$ cat src/rtl/fx_pkg.sv
// rtl/fx_pkg.sv - shared widths, op codes and FSM state type for the delay-line effect controller
package fx_pkg;

    localparam int FX_ADDR_W = 10;
    localparam int FX_DATA_W = 16;

    localparam logic OP_ECHO   = 1'b0;
    localparam logic OP_PHASER = 1'b1;

    typedef enum logic [1:0] {
        IDLE = 2'd0,
        RD   = 2'd1,
        WT   = 2'd2,
        WR   = 2'd3
    } fx_state_t;

endpackage

$ cat src/rtl/fx_combine.sv
// rtl/fx_combine.sv - combinational saturating echo add / floored phaser subtract
module fx_combine
    import fx_pkg::*;
#(
    parameter int DATA_W = FX_DATA_W
) (
    input  logic [DATA_W-1:0] in_i,
    input  logic [DATA_W-1:0] del_i,
    input  logic              op_i,
    input  logic              en_i,
    output logic [DATA_W-1:0] res_o
);

    logic [DATA_W:0] sum;
    logic [DATA_W:0] diff;

    // One extra bit: carry flags echo overflow, borrow flags phaser underflow
    always_comb begin
        sum   = {1'b0, in_i} + {1'b0, del_i};
        diff  = {1'b0, in_i} - {1'b0, del_i};
        res_o = in_i;
        if (en_i) begin
            if (op_i == OP_PHASER) begin
                res_o = diff[DATA_W] ? '0 : diff[DATA_W-1:0];
            end else begin
                res_o = sum[DATA_W] ? '1 : sum[DATA_W-1:0];
            end
        end
    end

endmodule

$ cat src/rtl/fx_delay_ctrl.sv
// rtl/fx_delay_ctrl.sv - per-sample sequencer: read delayed sample, combine, write input into circular line
module fx_delay_ctrl
    import fx_pkg::*;
#(
    parameter int ADDR_W = FX_ADDR_W,
    parameter int DATA_W = FX_DATA_W
) (
    input  logic              clk,
    input  logic              rst,
    input  logic              in_valid,
    input  logic [DATA_W-1:0] in_audio,
    input  logic [ADDR_W-1:0] delay_len,
    input  logic              op,
    input  logic              en,
    output logic [ADDR_W-1:0] mem_addr,
    output logic              mem_we,
    output logic [DATA_W-1:0] mem_wdata,
    input  logic [DATA_W-1:0] mem_rdata,
    output logic [DATA_W-1:0] out_audio,
    output logic              out_valid,
    output logic              busy,
    output logic              overrun
);

    localparam logic [ADDR_W-1:0] FILL_MAX = '1;

    fx_state_t         state_q,     state_d;
    logic [ADDR_W-1:0] wr_ptr_q,    wr_ptr_d;
    logic [ADDR_W-1:0] fill_q,      fill_d;
    logic [DATA_W-1:0] in_q,        in_d;
    logic [ADDR_W-1:0] dly_q,       dly_d;
    logic              op_q,        op_d;
    logic              en_q,        en_d;
    logic [DATA_W-1:0] del_q,       del_d;
    logic [DATA_W-1:0] out_audio_q, out_audio_d;
    logic              out_valid_q, out_valid_d;
    logic [ADDR_W-1:0] mem_addr_q,  mem_addr_d;
    logic              mem_we_q,    mem_we_d;
    logic [DATA_W-1:0] mem_wdata_q, mem_wdata_d;
    logic              overrun_q,   overrun_d;

    logic [DATA_W-1:0] eff_del;
    logic [DATA_W-1:0] comb_res;

    // Slots not yet written since reset (or a zero delay) contribute silence
    assign eff_del = ((dly_q == '0) || (dly_q > fill_q)) ? '0 : del_q;

    fx_combine #(
        .DATA_W (DATA_W)
    ) u_combine (
        .in_i  (in_q),
        .del_i (eff_del),
        .op_i  (op_q),
        .en_i  (en_q),
        .res_o (comb_res)
    );

    // RAM-side outputs are registered, so each is set up on the transition into its state
    always_comb begin
        state_d     = state_q;
        wr_ptr_d    = wr_ptr_q;
        fill_d      = fill_q;
        in_d        = in_q;
        dly_d       = dly_q;
        op_d        = op_q;
        en_d        = en_q;
        del_d       = del_q;
        out_audio_d = out_audio_q;
        out_valid_d = 1'b0;
        mem_addr_d  = mem_addr_q;
        mem_we_d    = 1'b0;
        mem_wdata_d = mem_wdata_q;
        overrun_d   = overrun_q | (in_valid && (state_q != IDLE));

        case (state_q)
            IDLE: begin
                if (in_valid) begin
                    in_d       = in_audio;
                    dly_d      = delay_len;
                    op_d       = op;
                    en_d       = en;
                    mem_addr_d = wr_ptr_q - delay_len;
                    state_d    = RD;
                end
            end
            RD: begin
                state_d = WT;
            end
            WT: begin
                del_d       = mem_rdata;
                mem_addr_d  = wr_ptr_q;
                mem_we_d    = 1'b1;
                mem_wdata_d = in_q;
                state_d     = WR;
            end
            WR: begin
                out_audio_d = comb_res;
                out_valid_d = 1'b1;
                wr_ptr_d    = wr_ptr_q + 1'b1;
                fill_d      = (fill_q == FILL_MAX) ? fill_q : fill_q + 1'b1;
                state_d     = IDLE;
            end
            default: begin
                state_d = IDLE;
            end
        endcase
    end

    always_ff @(posedge clk or posedge rst) begin
        if (rst) begin
            state_q     <= IDLE;
            wr_ptr_q    <= '0;
            fill_q      <= '0;
            in_q        <= '0;
            dly_q       <= '0;
            op_q        <= OP_ECHO;
            en_q        <= 1'b0;
            del_q       <= '0;
            out_audio_q <= '0;
            out_valid_q <= 1'b0;
            mem_addr_q  <= '0;
            mem_we_q    <= 1'b0;
            mem_wdata_q <= '0;
            overrun_q   <= 1'b0;
        end else begin
            state_q     <= state_d;
            wr_ptr_q    <= wr_ptr_d;
            fill_q      <= fill_d;
            in_q        <= in_d;
            dly_q       <= dly_d;
            op_q        <= op_d;
            en_q        <= en_d;
            del_q       <= del_d;
            out_audio_q <= out_audio_d;
            out_valid_q <= out_valid_d;
            mem_addr_q  <= mem_addr_d;
            mem_we_q    <= mem_we_d;
            mem_wdata_q <= mem_wdata_d;
            overrun_q   <= overrun_d;
        end
    end

    assign mem_addr  = mem_addr_q;
    assign mem_we    = mem_we_q;
    assign mem_wdata = mem_wdata_q;
    assign out_audio = out_audio_q;
    assign out_valid = out_valid_q;
    assign busy      = (state_q != IDLE);
    assign overrun   = overrun_q;

endmodule
$ cat config.mk
export PLATFORM = sky130hd
export DESIGN_NAME = fx_delay_ctrl
export DESIGN_NICKNAME = d
export VERILOG_FILES = /design/src/rtl/fx_pkg.sv /design/src/rtl/fx_combine.sv /design/src/rtl/fx_delay_ctrl.sv
export SDC_FILE = /design/constraint.sdc
export NUM_CORES = 1
export LEC_CHECK = 0
export CORE_MARGIN = 2
export CORE_UTILIZATION = 39
export DETAILED_ROUTE_END_ITERATION = 16
export PLACE_DENSITY = 0.71
export SLEW_MARGIN = 0
export SYNTH_ARGS = -nofsm -noshare
export SYNTH_HDL_FRONTEND = slang
export SYNTH_SLANG_ARGS = --single-unit
$ cat constraint.sdc
create_clock -name clk -period 10.7 [get_ports clk]
set_clock_uncertainty 0.2 [all_clocks]
set_input_delay 3.21 -clock clk [delete_from_list [all_inputs] [get_ports clk]]
set_output_delay 3.21 -clock clk [all_outputs]
set_load 0.03 [all_outputs]
; ---- Word-level counts from Yosys, hierarchy flattened
; Cells that the tools add are included.
[totals]
register_bits = 111
input_bits = 47
output_inout_bits = 46
wordCells = 47
[classes]
addsub = 5
magnitude_cmp = 1
n_eq_ne = 5
muxes = 11
bitwise = 2
n_reduce_logical = 9
[ops]
columns = operator, n
row1 = 16-bit two-way mux, 5
row2 = 10-bit by 1-bit adder with 10-bit output (second input constant), 2
row3 = 10-bit case mux with 2 select lines, 1
row4 = 16-bit by 16-bit adder with 17-bit output, 1
row5 = 16-bit by 16-bit subtractor with 17-bit output, 1
row6 = 10-bit equality test (second input constant), 1
row7 = 10-bit greater-than comparator, 1
row8 = 10-bit zero test, 1
row9 = 10-bit two-way mux, 1
row10 = 10-bit subtractor, 1
row11 = 2-bit case mux with 4 select lines, 1
row12 = 2-bit AND reduction, 3
row13 = 2-bit equality test (second input constant), 2
row14 = 2-bit nonzero test, 2
row15 = 2-bit by 1-bit equality test with 1-bit output (second input constant), 1
row16 = 2-bit zero test, 1
row17 = 1-bit two-way mux, 2
row18 = 2-bit two-way mux, 1
row19 = 2-bit != test (second input constant), 1
row20 = 1-bit logical AND, 1
row21 = 1-bit logical OR, 1
row22 = 1-bit inverter, 1
row23 = 1-bit OR, 1

; ---- Depth between registers and ports, before layout
[logic_depth]
ltp_word = 7
ltp_mapped = 22
ltp_nobuf = 21

; ---- Hierarchy
; A second synthesis with hierarchy kept.
[unflattened]
cells_unflattened = 726
area_unflattened_um2 = 7224.4
[by_module_without_submodules]
columns = mod, n_inst, cells_each, area_each_um2, seq_area_each_um2
row1 = fx_delay_ctrl, 1, 422, 5190.0, 2777.7
row2 = fx_combine, 1, 304, 2034.5, 0.0

; ---- Least setup slack after synthesis
; Ideal clock, no wire load.
[synth_timing]
kind = in2reg
start = in delay_len[1]
end = reg mem_addr_q[9], in the netlist mem_addr[9]
setup_time_ns = 0.082
t_arrival_ns = 4.983
t_required_ns = 10.418
slack_ns = 5.435
path_stages = 10
path_buffers = 0
path_cell_list = inv_1 -> ha_1 -> nor2b_1 -> o21ai_1 -> a21oi_1 -> o41ai_1 -> o21ai_0 -> xor2_1 -> or3_1 -> a31oi_1
[synth_via]
elab_chain_cells = 3
[synth_rtl]
columns = element, line_no
row1 = from (decl), fx_delay_ctrl.sv:12  ; input logic [ADDR_W-1:0] delay_len,
row2 = 10-bit subtractor, fx_delay_ctrl.sv:82  ; mem_addr_d = wr_ptr_q - delay_len;
row3 = 10-bit two-way mux, fx_delay_ctrl.sv:77  ; if (in_valid) begin
row4 = 10-bit case mux with 2 select lines, fx_delay_ctrl.sv:75  ; case (state_q)
row5 = to (signal assigned), fx_delay_ctrl.sv:136  ; mem_addr_q <= mem_addr_d;
row6 = to (decl), fx_delay_ctrl.sv:37  ; logic [ADDR_W-1:0] mem_addr_q, mem_addr_d;
; Every way passes these cells. The select of a mux whose other input is x is not followed.
; A chain may end at the register's enable or synchronous reset.

; ---- Final worst setup path
; Ends and elaborated chain as after synthesis.

==> impl_metrics.ini <==
[placed_design]
post-dp-hpwl_mm = 13.01
dpl_worst_slack_ps = 4626
port_buffers = 92
routabilityCongestion = 0.8880
placed_area_um2 = 8133

[detailed_routing]
dr.first_iter.drc_count = 321
first_pass_iters = 4
antenna_left = 0
drc_errors = 0
viasPerCell = 5.312
vias = 5509
detail_route.wl_per_cell_um = 16.72
wirelength_mm = 17.34

[logic_synthesis]
synth_fp_nets = 837
yosysWarningCount = 0
synth.yosys.seq_area_share_pct = 39.61
postSynthCellCount = 726
ys_types = 65
syn_area_um2 = 7013
synth_flop_cell = dfrtp_1
syn_area_per_cell_um2 = 9.660
ys_ff_latch = 111
synthArstFlopShare_pct = 100.0
synth_edf_count = 0

[hold_path]
whs_endpoint = overrun
hp-class = reg2reg
hold_depth = 1
holdCritStartpoint = overrun

[worst_setup_path]
end_kind = register
r2r_cells = 19
crit_fanout = 3
cp-start-kind = primary input
r2r_slack_ps = 5320
critical_path_class = in2reg
worstReg2RegEnd = out_audio[6]
crit_path_top_delay_cell = clkdlybuf4s50_1
slowest_delay_ps = 510
worstPathCellList = clkdlybuf4s50_1 -> inv_1 -> ha_1 -> nor2b_1 -> o21ai_1 -> a21oi_1 -> o41ai_1 -> o21ai_0 -> xor2_1 -> or3_1 -> a31oi_1
rr_startpoint = fill_q[1]
cp_data_arrival_time_ps = 5810
critPathRequiredTime_ps = 10780

[floorplanning]
rows = 49
dieArea_um2 = 19070
num_io_pins = 93
fp.coreArea_um2 = 17780
dieHeight_um = 138.1
initial_core_util_pct = 39.44
fp.dieW_um = 138.1

[timing]
timing.final.crit_share_pct = 53.60
setup_viol = 0
relSlewSlack_pct = 25.57
worst_slack_ps = 4965
drv_slew = 0
tightest_slew_ps = 1116
tns_ps = 0
fmax_mhz = 174.4
min_period_ps = 5735
fin_hold_ws_ps = 259.3
grt_setup_unrepaired = false
final_hold_viol_count = 0

[global_routing]
grt_overflow = 0
first_global_vias = 5510
antenna_found_initial = 0
track_usage_pct = 18.69
grt_max_degree = 76
grt_pass1_wl_mm = 28.99

[clock_network]
cts-buffers-inserted = 9
clk_pin_slew_ps = 70
cts_root_buf = clkbuf_16
worstSkewPairLatency_ps = 360
cts_resized = 0
cts.sinks = 111
h-tree-depth = 3
cts_hold_buf = 0
clockBufferDepth = 2
postCtsSetupBuffers = 0
cts_tree = built

[final_layout]
register_area_um2 = 2778
final_cell_mix = 111 x dfrtp_1, 92 x clkdlybuf4s50_1, 60 x ha_1
final_common_cell = dfrtp_1
fin_area_um2 = 8399
final_nets = 914
layout-drive-gt1-share_pct = 10.78
n_fill_cell = 1679
syn2layout_area_growth_pct = 19.77
multi_input_area_um2 = 3939

[run_status]
outcome = completed

[flow_run]
maxCapViolations = 0
-- worst max-delay path, delay by kind of cell --
family / cells / cell delay, ps
xor+xnor: 1 / 180
fa+ha+maj: 1 / 280
buf+inv: 2 / 580
compound gates: 5 / 1110
simple gates: 2 / 440
-- cells by family (layout without fill, tap and decap cells) --
kind of cell | after synthesis | after routing | synth area share [%]
flip-flops | 111 | 111 | 39.61
multiplexers | 58 | 58 | 9.260
adder cells (fa/ha/maj) | 64 | 64 | 11.74
XOR/XNOR | 45 | 45 | 5.620
buffers and inverters | 77 | 158 | 4.264
other | 0 | 1 | 0
AO/OA/AOI/OAI | 167 | 167 | 15.49
AND/OR/NAND/NOR | 204 | 204 | 14.02
-- layout make-up --
class,count,area share [%]
timing repair buffer,96,11.32
multi-input combinational,538,46.89
inverter,47,2.130
clock buffer,11,2.771
sequential,111,33.07
clock inverter,4,0.3724
tap,229,3.411
antenna,1,0.02979
-- how the worst max path moves through the flow --
stage | depth (start not counted) | slack, ps | start | to
after floorplan | 1 | 4360 | rst | del_q[0]
after global routing | 11 | 4750 | delay_len[1] | mem_addr[9]
after CTS | 11 | 4980 | delay_len[1] | mem_addr[9]
final | 11 | 4970 | delay_len[1] | mem_addr[9]
after detailed placement | 11 | 4630 | delay_len[1] | mem_addr[9]
after global placement | 11 | 4680 | delay_len[1] | mem_addr[9]
-- sequential cells by signal, summed over array words and instances (netlist names), 10 cells and up --
| signal | count |
|---|---|
| mem_wdata | 16 |
| dly_q | 10 |
| out_audio | 16 |
| in_q | 16 |
| fill_q | 10 |
| del_q | 16 |
| wr_ptr_q | 10 |
| mem_addr | 10 |
-- layer usage --
layer	GRT usage (%)	routed length, um	vias up
li1	-	-	2731
met5	0	0	-
met1	26.98	8626	2659
met3	3.152	713	13
met2	28.84	7751	106
met4	5.747	245	0
-- cell usage after synthesis, drive strengths merged, types with 4 or more instances --
cell type / instances / area share [%]
o21a: 7 / 0.75
buf: 7 / 0.52
o21ai: 57 / 4.1
clkbuf: 23 / 1.2
xnor2: 37 / 4.6
xor2: 8 / 1.0
o221ai: 6 / 0.75
a21oi: 31 / 2.3
nor2: 49 / 2.6
nand3: 24 / 1.7
ha: 61 / 11
and3: 19 / 1.7
o211a: 7 / 1.0
o21bai: 4 / 0.43
o31ai: 7 / 0.75
nand2: 58 / 3.1
nand4: 11 / 0.98
nand2b: 9 / 0.84
inv: 46 / 2.5
nor4: 5 / 0.45
a211oi: 4 / 0.50
a21o: 9 / 0.96
nor3: 11 / 0.86
dfrtp: 111 / 40
a31oi: 9 / 0.80
nor2b: 9 / 0.84
mux2: 55 / 8.8
-- stage by stage --
stage / utilization (%) / cells
CTS: 47.23 / 1036
detailed placement: 45.74 / 1021
floorplan: - / 726
finish: 47.24 / 1037
global placement: 45.74 / 1021
global route: 47.23 / 1036
Power is not shown: default switching activity piles up to over one toggle a cycle in this logic, so the estimate is an artifact.
